File: config.mk
export PLATFORM = sky130hd
export DESIGN_NAME = uart_rx_fifo_flat
export DESIGN_NICKNAME = d
export VERILOG_FILES = /design/src/rtl/uart_rx_fifo_if.sv /design/src/rtl/uart_rx_fifo.sv /design/src/flat_wrapper.sv
export SDC_FILE = /design/constraint.sdc
export NUM_CORES = 1
export LEC_CHECK = 0
export CORE_UTILIZATION = 48
export CTS_BUF_LIST = sky130_fd_sc_hd__clkbuf_4 sky130_fd_sc_hd__clkbuf_8
export DETAILED_ROUTE_END_ITERATION = 12
export GPL_ROUTABILITY_DRIVEN = 0
export HOLD_SLACK_MARGIN = 0.15
export PLACE_DENSITY = 0.69
export REMOVE_ABC_BUFFERS = 1
export SYNTH_ARGS = -nofsm -noshare
export SYNTH_HDL_FRONTEND = slang
export SYNTH_SLANG_ARGS = --single-unit
File: constraint.sdc
create_clock -name clk -period 5.1 [get_ports clk]
set_input_delay 0.51 -clock clk [delete_from_list [all_inputs] [get_ports clk]]
set_output_delay 0.51 -clock clk [all_outputs]
set_load 0.01 [all_outputs]
File: src/rtl/uart_rx_fifo_if.sv
// -----------------------------------------------------------------------------
// uart_rx_fifo_if
// Pop-side bus between the receive FIFO and the APB register block.
//   rd_en    : pop request (register block -> FIFO)
//   rd_data  : head entry data, first-word-fall-through (FIFO -> register block)
//   rd_err   : head entry error bit
//   empty    : FIFO holds no entries
//   full     : FIFO holds DEPTH entries
//   count    : number of stored entries
// Modports: master = register block side, slave = FIFO side.
// -----------------------------------------------------------------------------
interface uart_rx_fifo_if #(
  parameter int DATA_WIDTH = 8,
  parameter int DEPTH      = 16
) ();

  logic                     rd_en;
  logic [DATA_WIDTH-1:0]    rd_data;
  logic                     rd_err;
  logic                     empty;
  logic                     full;
  logic [$clog2(DEPTH):0]   count;

  modport master (
    output rd_en,
    input  rd_data, rd_err, empty, full, count
  );

  modport slave (
    input  rd_en,
    output rd_data, rd_err, empty, full, count
  );

endinterface

File: src/rtl/uart_rx_fifo.sv
// -----------------------------------------------------------------------------
// uart_rx_fifo
// Receive-side buffer behind uart_rx. Every completed frame {rx_error, rx_data}
// is captured once into a first-word-fall-through FIFO that the register block
// pops through rd_if. Reports sticky overrun, a level interrupt and, when
// built with UART_RXF_TIMEOUT_EN defined, a character-timeout interrupt.
//
// Ports:
//   clk, rst     : clock, synchronous active-high reset
//   rx_data      : received byte from uart_rx
//   rx_ready     : frame complete (pulse or held level; rising edge = one write)
//   rx_error     : parity/stop error of the current frame
//   baud_en_16x  : oversample tick, used only by the timeout counter
//   rd_if        : pop bus (rd_en, rd_data, rd_err, empty, full, count)
//   overrun      : sticky, a frame was dropped because the FIFO was full
//   ovr_clr      : clears overrun (a same-cycle drop wins)
//   level_irq    : count >= THRESHOLD
//   timeout_irq  : no FIFO activity for TIMEOUT_TICKS ticks while not empty
//
// Optional feature macro: UART_RXF_TIMEOUT_EN (undefined -> timeout_irq = 0).
// -----------------------------------------------------------------------------
module uart_rx_fifo #(
  parameter int DATA_WIDTH    = 8,
  parameter int DEPTH         = 16,
  parameter int THRESHOLD     = 8,
  parameter int TIMEOUT_TICKS = 640
) (
  input  logic                  clk,
  input  logic                  rst,
  input  logic [DATA_WIDTH-1:0] rx_data,
  input  logic                  rx_ready,
  input  logic                  rx_error,
  input  logic                  baud_en_16x,
  uart_rx_fifo_if.slave         rd_if,
  output logic                  overrun,
  input  logic                  ovr_clr,
  output logic                  level_irq,
  output logic                  timeout_irq
);

  localparam int PTR_W   = $clog2(DEPTH);
  localparam int CNT_W   = PTR_W + 1;
  localparam int ENTRY_W = DATA_WIDTH + 1;

  localparam logic [CNT_W-1:0] DEPTH_C  = CNT_W'(DEPTH);
  localparam logic [CNT_W-1:0] THRESH_C = CNT_W'(THRESHOLD);
  localparam logic [CNT_W-1:0] ZERO_C   = {CNT_W{1'b0}};

  // Storage and state
  logic [ENTRY_W-1:0] mem_r [DEPTH];
  logic [PTR_W-1:0]   wr_ptr_r;
  logic [PTR_W-1:0]   rd_ptr_r;
  logic [CNT_W-1:0]   count_r;
  logic               rx_ready_q_r;
  logic [ENTRY_W-1:0] head_r;
  logic               empty_r;
  logic               full_r;
  logic               overrun_r;
  logic               level_irq_r;

  // Next-state helpers
  logic               wr_strobe_s;
  logic               rd_accept_s;
  logic               wr_accept_s;
  logic               drop_s;
  logic [ENTRY_W-1:0] wr_entry_s;
  logic [PTR_W-1:0]   wr_ptr_next_s;
  logic [PTR_W-1:0]   rd_ptr_next_s;
  logic [CNT_W-1:0]   count_next_s;
  logic [ENTRY_W-1:0] head_next_s;

  // Write strobe, pop/write acceptance and next pointer/count values.
  // A pop frees a slot in the same cycle, so a write into a full FIFO that is
  // being popped is accepted and does not count as a drop.
  always_comb begin
    wr_strobe_s   = rx_ready & ~rx_ready_q_r;
    wr_entry_s    = {rx_error, rx_data};
    rd_accept_s   = rd_if.rd_en & (count_r != ZERO_C);
    wr_accept_s   = 1'b0;
    drop_s        = 1'b0;
    wr_ptr_next_s = wr_ptr_r;
    rd_ptr_next_s = rd_ptr_r;
    count_next_s  = count_r;

    if (wr_strobe_s && ((count_r != DEPTH_C) || rd_accept_s)) begin
      wr_accept_s = 1'b1;
    end else if (wr_strobe_s) begin
      drop_s = 1'b1;
    end else begin
      wr_accept_s = 1'b0;
    end

    if (wr_accept_s) begin
      wr_ptr_next_s = wr_ptr_r + PTR_W'(1);
    end else begin
      wr_ptr_next_s = wr_ptr_r;
    end

    if (rd_accept_s) begin
      rd_ptr_next_s = rd_ptr_r + PTR_W'(1);
    end else begin
      rd_ptr_next_s = rd_ptr_r;
    end

    case ({wr_accept_s, rd_accept_s})
      2'b10:   count_next_s = count_r + CNT_W'(1);
      2'b01:   count_next_s = count_r - CNT_W'(1);
      default: count_next_s = count_r;
    endcase
  end

  // Next head value; bypasses the write data when the entry being written
  // becomes the head, and forces zero when the FIFO will be empty.
  always_comb begin
    head_next_s = {ENTRY_W{1'b0}};
    if (count_next_s == ZERO_C) begin
      head_next_s = {ENTRY_W{1'b0}};
    end else if (wr_accept_s && (wr_ptr_r == rd_ptr_next_s)) begin
      head_next_s = wr_entry_s;
    end else begin
      head_next_s = mem_r[rd_ptr_next_s];
    end
  end

  // Entry storage; no reset needed since entries are only read once written.
  always_ff @(posedge clk) begin
    if (!rst && wr_accept_s) begin
      mem_r[wr_ptr_r] <= wr_entry_s;
    end
  end

  // Pointers, count, registered status flags and head output.
  always_ff @(posedge clk) begin
    if (rst) begin
      rx_ready_q_r <= 1'b0;
      wr_ptr_r     <= {PTR_W{1'b0}};
      rd_ptr_r     <= {PTR_W{1'b0}};
      count_r      <= ZERO_C;
      head_r       <= {ENTRY_W{1'b0}};
      empty_r      <= 1'b1;
      full_r       <= 1'b0;
      level_irq_r  <= 1'b0;
    end else begin
      rx_ready_q_r <= rx_ready;
      wr_ptr_r     <= wr_ptr_next_s;
      rd_ptr_r     <= rd_ptr_next_s;
      count_r      <= count_next_s;
      head_r       <= head_next_s;
      empty_r      <= (count_next_s == ZERO_C);
      full_r       <= (count_next_s == DEPTH_C);
      level_irq_r  <= (count_next_s >= THRESH_C);
    end
  end

  // Sticky overrun; a new drop takes priority over a same-cycle clear.
  always_ff @(posedge clk) begin
    if (rst) begin
      overrun_r <= 1'b0;
    end else if (drop_s) begin
      overrun_r <= 1'b1;
    end else if (ovr_clr) begin
      overrun_r <= 1'b0;
    end
  end

`ifdef UART_RXF_TIMEOUT_EN
  localparam int             TO_W     = $clog2(TIMEOUT_TICKS + 1);
  localparam logic [TO_W-1:0] TICKS_C = TO_W'(TIMEOUT_TICKS);

  logic [TO_W-1:0] to_cnt_r;
  logic [TO_W-1:0] to_cnt_next_s;
  logic            timeout_irq_r;
  logic            timeout_irq_next_s;

  // Idle-tick counter: restarts on any accepted transfer or while empty,
  // saturates at TIMEOUT_TICKS; the irq holds until the next transfer.
  always_comb begin
    to_cnt_next_s      = to_cnt_r;
    timeout_irq_next_s = timeout_irq_r;
    if (wr_accept_s || rd_accept_s) begin
      to_cnt_next_s      = {TO_W{1'b0}};
      timeout_irq_next_s = 1'b0;
    end else if (count_r == ZERO_C) begin
      to_cnt_next_s      = {TO_W{1'b0}};
      timeout_irq_next_s = timeout_irq_r;
    end else if (baud_en_16x && (to_cnt_r != TICKS_C)) begin
      to_cnt_next_s      = to_cnt_r + TO_W'(1);
      timeout_irq_next_s = timeout_irq_r | (to_cnt_r + TO_W'(1) == TICKS_C);
    end else begin
      to_cnt_next_s      = to_cnt_r;
      timeout_irq_next_s = timeout_irq_r;
    end
  end

  // Timeout counter and irq registers.
  always_ff @(posedge clk) begin
    if (rst) begin
      to_cnt_r      <= {TO_W{1'b0}};
      timeout_irq_r <= 1'b0;
    end else begin
      to_cnt_r      <= to_cnt_next_s;
      timeout_irq_r <= timeout_irq_next_s;
    end
  end

  assign timeout_irq = timeout_irq_r;
`else
  // Feature not built: the tick input and timeout length are not used.
  logic unused_timeout_s;
  assign unused_timeout_s = baud_en_16x | (TIMEOUT_TICKS < 1);
  assign timeout_irq      = 1'b0;
`endif

  assign rd_if.rd_data = head_r[DATA_WIDTH-1:0];
  assign rd_if.rd_err  = head_r[DATA_WIDTH];
  assign rd_if.empty   = empty_r;
  assign rd_if.full    = full_r;
  assign rd_if.count   = count_r;
  assign overrun       = overrun_r;
  assign level_irq     = level_irq_r;

endmodule
File: src/flat_wrapper.sv
// flat-port wrapper written by rule: the top's interface ports become plain ports
module uart_rx_fifo_flat 
#(
  parameter int DATA_WIDTH    = 8,
  parameter int DEPTH         = 16,
  parameter int THRESHOLD     = 8,
  parameter int TIMEOUT_TICKS = 640
)
  (clk, rst, rx_data, rx_ready, rx_error, baud_en_16x, overrun, ovr_clr, level_irq, timeout_irq, rd_if_rd_en, rd_if_rd_data, rd_if_rd_err, rd_if_empty, rd_if_full, rd_if_count);
  uart_rx_fifo_if #(.DATA_WIDTH(DATA_WIDTH), .DEPTH(DEPTH)) rd_if_i ();
  input  logic clk;
  input  logic rst;
  input  logic [DATA_WIDTH-1:0] rx_data;
  input  logic rx_ready;
  input  logic rx_error;
  input  logic baud_en_16x;
  output logic overrun;
  input  logic ovr_clr;
  output logic level_irq;
  output logic timeout_irq;
  input wire logic [$bits(rd_if_i.rd_en)-1:0] rd_if_rd_en;
  output wire logic [$bits(rd_if_i.rd_data)-1:0] rd_if_rd_data;
  output wire logic [$bits(rd_if_i.rd_err)-1:0] rd_if_rd_err;
  output wire logic [$bits(rd_if_i.empty)-1:0] rd_if_empty;
  output wire logic [$bits(rd_if_i.full)-1:0] rd_if_full;
  output wire logic [$bits(rd_if_i.count)-1:0] rd_if_count;
  assign rd_if_i.rd_en = rd_if_rd_en;
  assign rd_if_rd_data = rd_if_i.rd_data;
  assign rd_if_rd_err = rd_if_i.rd_err;
  assign rd_if_empty = rd_if_i.empty;
  assign rd_if_full = rd_if_i.full;
  assign rd_if_count = rd_if_i.count;
  uart_rx_fifo #(.DATA_WIDTH(DATA_WIDTH), .DEPTH(DEPTH), .THRESHOLD(THRESHOLD), .TIMEOUT_TICKS(TIMEOUT_TICKS)) u_core (.clk(clk), .rst(rst), .rx_data(rx_data), .rx_ready(rx_ready), .rx_error(rx_error), .baud_en_16x(baud_en_16x), .rd_if(rd_if_i), .overrun(overrun), .ovr_clr(ovr_clr), .level_irq(level_irq), .timeout_irq(timeout_irq));
endmodule
==> out/results.tsv, run 1 <==
metric	value	unit
outcome	finished, final reports clean	
io pins	34	
DR DRC count	0	
Hold Vio Cnt, Final	0	
drt wl/cell	23.5	um
Yosys reg bits	171	
number of synthesis warnings	0	
Fillers	1399	
leak pwr	2.85	nW
EDFF count, synth	144	
Synth Flop Type	edfxtp_1	
grt total ovfl	0	
Netlist cell types	60	
leading area contributor after synthesis	edfxtp_1	
proportion of power drawn by the clock network	23.6	%
fin area	9390	um^2
post-route clock skew	14.5	ps
clock tree buffer depth	2	
Setup-failing EPs final	0	
DIE AREA	18200	um^2
Root Buffer	clkbuf_8	
Placement Cell Area	8990	um^2
FP Rows	48	
Final ANT Viol Nets	0	
Crit. End Element	flip-flop	
vias	5402	
Syn Inst Count	580	
most common cell after layout, fill and taps aside	edfxtp_1	
Fmax	264	MHz
max-slew violations	0	
Seq/Total Area, Yosys	57.2	%
commonest non-fill, non-tap cells in the layout	edfxtp_1 (144), nor2_1 (70), mux4_2 (60)	
crit path launch type	primary input	
Rel. slew slack	21.4	%
H-tree lvl count	4	
pwr dens	442	nW/um^2
CTS resizes	0	
min Tclk post-route	3790	ps
switching part of the total power	34.7	%
Nets	623	
Storage cell area	4870	um^2
Area growth syn-to-layout	10.5	%
Diodes inserted	0	
core area	17300	um^2
Detailed Routing Iterations Pass 1	5	
Comb pwr share	36.7	%
Via density	6.45	
NetSw	1.44	mW
DRT iter0 DRCs	503	
Yosys top cell area share	50.9	%
total global-route track usage	23.2	%
maxcap violations	0	
initial antenna violation count	0	
TritonCTS clock tree	done	
HPWL Detailed	12.3	mm
Die Height	135	um
vias in the first global route	5482	
layout cell share with drive strength beyond 1	21.4	%
clock tree sinks	171	
final wirelength	19.7	mm
I/O Buffers	31	
Req. time, crit path	5470	ps
Least-Margin Pin Slew	1170	ps
cts hold-fix bufs	0	
Post-CTS Setup Bufs	0	
synth top area cells	edfxtp_1 (51%), mux4_2 (16%), dfxtp_1 (6.4%)	
class of the most critical setup path	in -> reg	
Max rail drop VDD	0.343	mV
Die X	135	um
Crit path arrival time	4160	ps
largest net degree at the start of global routing	58	
cell internal pwr	2.71	mW
Reg clk slew, reported paths	90	ps
Mapped Area	8500	um^2
RSZ-0062 raised after global routing	no	
Critical Path Fanout Max	10	
Hold WC Path Type	reg -> reg	
syn avg cell area	14.7	um^2
post-route setup TNS	0	ps
Final period util	74.4	%
CTS buffer count	17	
Seq pwr share	39.7	%
post-synthesis async set-or-reset flop share	0	%
first-pass GRT wire length	30.8	mm
clk_lat worst skew	460	ps
multi-input logic area	3400	um^2
Initial Utilization	49.1	%
-- through the flow --
stage / util [%] / worst slack, ps / hold WS (ps) / total power [mW] / std cells
6_report: 54.3 / 1310 / 626 / 4.15 / 837
5_1_grt: 54.3 / 1100 / 660 / 4.36 / 837
4_1_cts: 54.3 / 1330 / 634 / 4.16 / 837
3_5_place_dp: 52.0 / 883 / 613 / 3.19 / 805
3_3_place_gp: 52.0 / 1050 / 603 / 3.16 / 805
2_1_floorplan: - / -367 / 569 / 2.76 / 538
-- synth_stat cells, drive strengths merged (3+ instances only) --
master,number
dfxtp,27
a31oi,17
nand2b,5
ha,8
o211a,8
a211o,9
xnor2,6
nor2,70
mux4,60
o21ai,7
nand2,20
inv,10
nor3,8
a21oi,27
mux2i,17
a211oi,14
edfxtp,144
a221oi,10
mux2,11
o221ai,8
clkbuf,17
buf,25
o2111ai,3
a21o,3
nor2b,5
xor2,4
nand3,9
-- path summary, 6_finish.rpt --
kind,from,end,slack (ps),cells after the start
max reg2reg,u_core.rd_if.count[1]$_SDFF_PP0_,u_core.head_r[2]$_SDFF_PP0_,1320,10
min,u_core.overrun$_SDFFE_PP0P_,u_core.overrun$_SDFFE_PP0P_,630,3
max,rd_if_rd_en,u_core.head_r[2]$_SDFF_PP0_,1310,11
min reg2reg,u_core.overrun$_SDFFE_PP0P_,u_core.overrun$_SDFFE_PP0P_,630,3
-- registers in the layout, indices dropped and copies added, names as in the netlist --
name	flops
u_core.mem_r	144
u_core.head_r	9
u_core.rd_if.count	5
u_core.rd_ptr_r	4
u_core.wr_ptr_r	4
u_core.level_irq	1
u_core.overrun	1
u_core.rd_if.empty	1
u_core.rd_if.full	1
u_core.rx_ready_q_r	1
-- logic make-up after synthesis --
group | after synthesis | share of synthesized area, %
flip-flops | 171 | 57.2
AND/OR/NAND/NOR | 126 | 6.62
AO/OA/AOI/OAI | 121 | 10.9
multiplexers | 88 | 19.4
buffers and inverters | 52 | 2.81
XOR/XNOR | 12 | 1.65
adder cells (fa/ha/maj) | 9 | 1.41
other | 1 | 0.0441
-- cell type report --
class	count	area share, %
clock buffer	19	2.65
clock inverter	13	1.69
inverter	10	0.400
multi-input combinational	357	36.2
sequential	171	51.8
tap	225	3.00
timing repair buffer	42	4.18
-- worst max-delay path: stages --
cell             delay, ps
clkdlybuf4s50_1        710
inv_2                  180
nor2_1                 260
o21ai_4                110
fa_1                   400
nand2b_1               150
a21oi_1                330
mux2_2                 390
a221oi_1               620
o31ai_4                260
a211oi_1               230
-- power by group through the flow --
stage | sequential, mW | combinational (mW) | clock (mW)
global route | 1.66 | 1.65 | 1.05
floorplan | 1.77 | 0.987 | 0
CTS | 1.65 | 1.52 | 0.993
detailed placement | 1.68 | 1.51 | 0
global placement | 1.68 | 1.48 | 0
finish | 1.65 | 1.52 | 0.978
-- layer usage --
layer	part of all wire [%]	routed length (um)	GRT usage [%]
met3	6.8	1330	4.95
met1	41	7970	30.0
met2	50	9740	37.7
met4	3.2	624	10.7
met5	0	0	0
No activity file was read; power rests on OpenSTA's default activity.
==> inputs of run 2 (changes only) <==
- PLACE_DENSITY: 0.69 -> 0.72
- clock period: 5.1 -> 3.4 ns (I/O delays scaled with it)
==> out/results.tsv, run 2 (synthesis results as in run 1) <==
metric	value	unit	change
Via density	6.47		+0.26%
largest register by flop count	u_core.mem_r		
Setup-failing EPs final	0		unchanged
Final period util	93.0	%	
Final WS setup	237	ps	-1070 ps
I/O Buffers	31		unchanged
HPWL Detailed	12.7	mm	+3.0%
r2r endpoint	u_core.head_r[4]$_SDFF_PP0_		
DRT iter0 DRCs	638		+27%
grt total ovfl	0		unchanged
Reg2Reg Setup Slack	240	ps	-1080 ps
Die X	135	um	unchanged
Core Util, Final	55.4	%	+1.1 points
initial antenna violation count	0		unchanged
clock tree buffer depth	2		unchanged
fin cells	865		+3.3%
pwr dens	644	nW/um^2	+46%
TritonCTS clock tree	done		
Inst Count DP	833		+3.5%
Die Height	135	um	unchanged
H-tree lvl count	4		unchanged
CTS buffer count	17		unchanged
Critical Path Fanout Max	10		unchanged
leak pwr	2.98	nW	+4.8%
Hold Startpoint	rx_ready		
max reg flops	144		unchanged
Hold Crit Depth	2		-1
Initial Utilization	49.1	%	unchanged
Detailed Routing Iterations Pass 1	5		unchanged
total global-route track usage	23.3	%	+0.060 points
Hold Vio Cnt, Final	0		unchanged
crit path launch type	flip-flop		
min Tclk post-route	3160	ps	
cts hold-fix bufs	0		unchanged
multi-input logic area	3400	um^2	-0.15%
largest net degree at the start of global routing	71		+22%
Area growth syn-to-layout	12.8	%	
FP Rows	48		unchanged
CTS resizes	0		unchanged
Crit. End Element	flip-flop		
Hold Path Sink	u_core.rx_ready_q_r$_SDFF_PP0_		
slowest CP cell	or4_1		
Reg clk slew, reported paths	90	ps	about the same
final wirelength	19.9	mm	+0.99%
DIE AREA	18200	um^2	unchanged
cell family with most CP delay	compound AO/OA/AOI/OAI gates		
vias in the first global route	5740		+4.7%
worst-path cell chain	or4_1 -> o21ai_4 -> inv_2 -> ha_1 -> nand2b_1 -> a21oi_1 -> mux2_2 -> a221oi_1 -> buf_4 -> o31ai_4 -> buf_12 -> a211oi_1		
most common cell after layout, fill and taps aside	edfxtp_1		
clk_lat worst skew	460	ps	about the same
commonest non-fill, non-tap cells in the layout	edfxtp_1 (144), nor2_1 (70), mux4_2 (60)		
Hold WC Path Type	in -> reg		
Root Buffer	clkbuf_8		
io pins	34		unchanged
core area	17300	um^2	unchanged
FF-to-FF Start	u_core.rd_if.count[1]$_SDFF_PP0_		
DR DRC count	0		unchanged
max incr delay on CP	620	ps	-90 ps
clock tree sinks	171		unchanged
post-route clock skew	13.3	ps	-1.21 ps
number of buffers and inverters on the critical path	3		+1
RSZ-0062 raised after global routing	no		
max-slew violations	0		unchanged
Post-CTS Setup Bufs	0		unchanged
Fmax	316	MHz	
Storage cell area	4870	um^2	unchanged
Worst path depth	12		+1
Diodes inserted	0		unchanged
class of the most critical setup path	reg -> reg		
Fillers	1352		-3.4%
Req. time, crit path	3770	ps	-1700 ps
layout cell share with drive strength beyond 1	24.7	%	+3.3 points
Rel. slew slack	46.2	%	+25 points
Max rail drop VDD	0.532	mV	+55%
maxcap violations	0		unchanged
first-pass GRT wire length	31.3	mm	+1.5%
Final ANT Viol Nets	0		unchanged
Nets	651		+4.5%
drt wl/cell	23.0	um	-2.3%
Hold WS	506	ps	-120 ps
vias	5597		+3.6%
Least-Margin Pin Slew	806	ps	-368 ps
DP Worst Slack	79.4	ps	-804 ps
outcome	finished, final reports clean		
Crit path arrival time	3540	ps	-620 ps
cells on worst reg2reg path	12		+2
[run 2: area by class of cell]
class	count	area share, %
Timing Repair Buffer	70	6.68
Inverter	10	0.391
Clock inverter	11	0.874
Tap cell	225	2.94
Multi-Input combinational cell	357	35.5
Clock buffer	21	2.88
Sequential cell	171	50.8
[run 2: per-stage QoR]
stage / setup TNS, ps / area [um^2] / total power, mW
after floorplan: -20930 / 8300 / 4.14
after global placement: 0 / 9230 / 4.86
after detailed placement: 0 / 9230 / 4.91
after CTS: 0 / 9590 / 6.19
after global routing: 0 / 9590 / 6.47
final: 0 / 9590 / 6.18
[run 2: report_power, final]
group	total [mW]	switching, mW	internal [mW]
clock network	1.30	0.736	0.568
registers	2.48	0.109	2.37
logic	2.39	1.30	1.09
total	6.18	2.14	4.04
[run 2: how the worst max path moves through the flow]
stage	start	end
4_1_cts	u_core.rd_if.count[1]$_SDFF_PP0_	u_core.head_r[4]$_SDFF_PP0_
2_1_floorplan	u_core.rd_ptr_r[0]$_SDFF_PP0_	u_core.head_r[2]$_SDFF_PP0_
6_report	u_core.rd_if.count[1]$_SDFF_PP0_	u_core.head_r[4]$_SDFF_PP0_
3_5_place_dp	rx_ready	u_core.head_r[8]$_SDFF_PP0_
5_1_grt	u_core.rd_if.count[1]$_SDFF_PP0_	u_core.head_r[4]$_SDFF_PP0_
3_3_place_gp	rx_ready	u_core.head_r[6]$_SDFF_PP0_
[run 2: layer usage]
metal	vias to the layer above	wire length (um)	share of wire (%)	global-route usage, %
met4	0	493	2.5	9.49
met1	2850	7660	39	29.7
met5	-	0	0	0
met3	47	1660	8.4	5.18
li1	2426	-	-	-
met2	274	10000	51	38.6
==> inputs of run 3 (changes only) <==
- CORE_MARGIN: default -> 3
==> out/results.tsv, run 3 (synthesis results as in run 1) <==
metric	value	unit	change
DIE AREA	19300	um^2	+6.0%
max reg flops	144		unchanged
Least-Margin Pin Slew	1110	ps	+303 ps
layout cell share with drive strength beyond 1	25.0	%	+0.35 points
Crit. End Element	flip-flop		
RSZ-0062 raised after global routing	no		
Die Height	139	um	+3.0%
vias	5525		-1.3%
DRT iter0 DRCs	520		-18%
I/O Buffers	31		unchanged
Setup-failing EPs final	0		unchanged
largest register by flop count	u_core.mem_r		
Pwr Total	6.47	mW	+4.7%
core area	17300	um^2	unchanged
GRT met3 Usage	5.55	%	+0.37 points
total global-route track usage	21.5	%	-1.8 points
most common cell after layout, fill and taps aside	edfxtp_1		
Fmax	317	MHz	+0.20%
leak pwr	3.02	nW	+1.4%
Area growth syn-to-layout	13.7	%	
Critical Path Fanout Max	10		unchanged
CTS buffer count	17		unchanged
Rel. slew slack	26.1	%	-20 points
io pins	34		unchanged
pwr dens	669	nW/um^2	+3.9%
Hold WC Path Type	in -> reg		
post-route clock skew	11.3	ps	-1.99 ps
first-pass GRT wire length	32.2	mm	+3.0%
Die X	139	um	+3.0%
Hold WS	498	ps	-7.97 ps
outcome	finished, final reports clean		
final wirelength	20.2	mm	+1.8%
Final ANT Viol Nets	0		unchanged
H-tree lvl count	4		unchanged
Post-CTS Setup Bufs	0		unchanged
initial antenna violation count	0		unchanged
crit path launch type	flip-flop		
max-slew violations	0		unchanged
Diodes inserted	0		unchanged
Nets	654		+0.46%
Fillers	1363		+0.81%
largest net degree at the start of global routing	42		-41%
DR DRC count	0		unchanged
CTS resizes	0		unchanged
cts hold-fix bufs	0		unchanged
Hold Vio Cnt, Final	0		unchanged
Final period util	92.9	%	-0.19 points
min Tclk post-route	3160	ps	-6.38 ps
vias in the first global route	5838		+1.7%
Req. time, crit path	3770	ps	about the same
Most Used Layer, Global Route	met2		
Crit path arrival time	3530	ps	about the same
class of the most critical setup path	reg -> reg		
TritonCTS clock tree	done		
Root Buffer	clkbuf_8		
commonest non-fill, non-tap cells in the layout	edfxtp_1 (144), nor2_1 (70), mux4_2 (60)		
maxcap violations	0		unchanged
Detailed Routing Iterations Pass 1	5		unchanged
clock tree buffer depth	2		unchanged
met2 capacity usage during global routing	35.4	%	-3.2 points
clock tree sinks	171		unchanged
Reg clk slew, reported paths	90	ps	about the same
clk_lat worst skew	470	ps	about the same
FP Rows	48		unchanged
Max rail drop VDD	0.582	mV	+9.5%
GR Util met1	27.5	%	-2.2 points
HPWL Detailed	13.0	mm	+2.9%
grt total ovfl	0		unchanged
drt wl/cell	23.3	um	+1.4%
Initial Utilization	49.1	%	unchanged
Via density	6.37		-1.6%
-- run 3: cell count changes in the layout (fill, tap and decap cells not counted) --
| cell | before | now |
|---|---|---|
| clkbuf_4 | 2 | 0 |
| inv_8 | 1 | 3 |
| clkinv_4 | 1 | 2 |
| clkinv_8 | 0 | 1 |
| buf_4 | 36 | 41 |
| clkbuf_8 | 19 | 17 |
| bufinv_16 | 0 | 3 |
| clkinv_2 | 3 | 0 |
| buf_12 | 3 | 1 |
-- run 3: layer usage --
layer / wire [um] / up-vias
li1: - / 2426
met1: 8100 / 2818
met2: 10200 / 236
met3: 1370 / 45
met4: 574 / 0
met5: 0 / -
-- run 3: path summary, 6_finish.rpt --
kind | from | endpoint | slack [ps] | cells past startpoint
max reg2reg | u_core.rd_if.count[3]$_SDFF_PP0_ | u_core.head_r[2]$_SDFF_PP0_ | 240 | 12
min | rx_ready | u_core.rx_ready_q_r$_SDFF_PP0_ | 500 | 2
min reg2reg | u_core.overrun$_SDFFE_PP0P_ | u_core.overrun$_SDFFE_PP0P_ | 620 | 3
max | u_core.rd_if.count[3]$_SDFF_PP0_ | u_core.head_r[2]$_SDFF_PP0_ | 240 | 12
-- run 3: critical path, stage by stage, from the launching register on --
cell,delay [ps]
dfxtp_1,400
or4_1,510
o21ai_4,180
inv_2,90
ha_1,340
nand2b_1,70
a21oi_1,180
mux2_2,360
a221oi_1,290
buf_4,190
o31ai_4,80
buf_12,160
a211oi_1,210
-- run 3: area by class of cell --
| type | count | area, um^2 | area share [%] |
|---|---|---|---|
| Clock buffer | 17 | 234 | 2.42 |
| Clock inverter | 15 | 206 | 2.14 |
| Inverter | 10 | 37.5 | 0.388 |
| Multi-Input combinational cell | 357 | 3400 | 35.2 |
| Sequential cell | 171 | 4870 | 50.4 |
| Tap cell | 225 | 282 | 2.91 |
| Timing Repair Buffer | 73 | 638 | 6.60 |
-- run 3: power by group --
part / switching [mW] / leakage, nW / internal, mW
Sequential: 0.0987 / 1.52 / 2.37
Combinational: 1.34 / 1.29 / 1.10
Clock: 0.807 / 0.212 / 0.755
Total: 2.25 / 3.02 / 4.22
-- run 3: stage by stage --
step           TNS [ps]  cells  setup slack (ps)  instance area [um^2]  utilization, %
6_report              0    868               243                  9670            55.9
4_1_cts               0    868               243                  9670            55.9
3_5_place_dp      -47.0    836             -29.7                  9230            53.3
2_1_floorplan    -20930    538             -2070                  8300               -
3_3_place_gp          0    836              80.6                  9230            53.3
5_1_grt               0    868              76.1                  9670            55.9
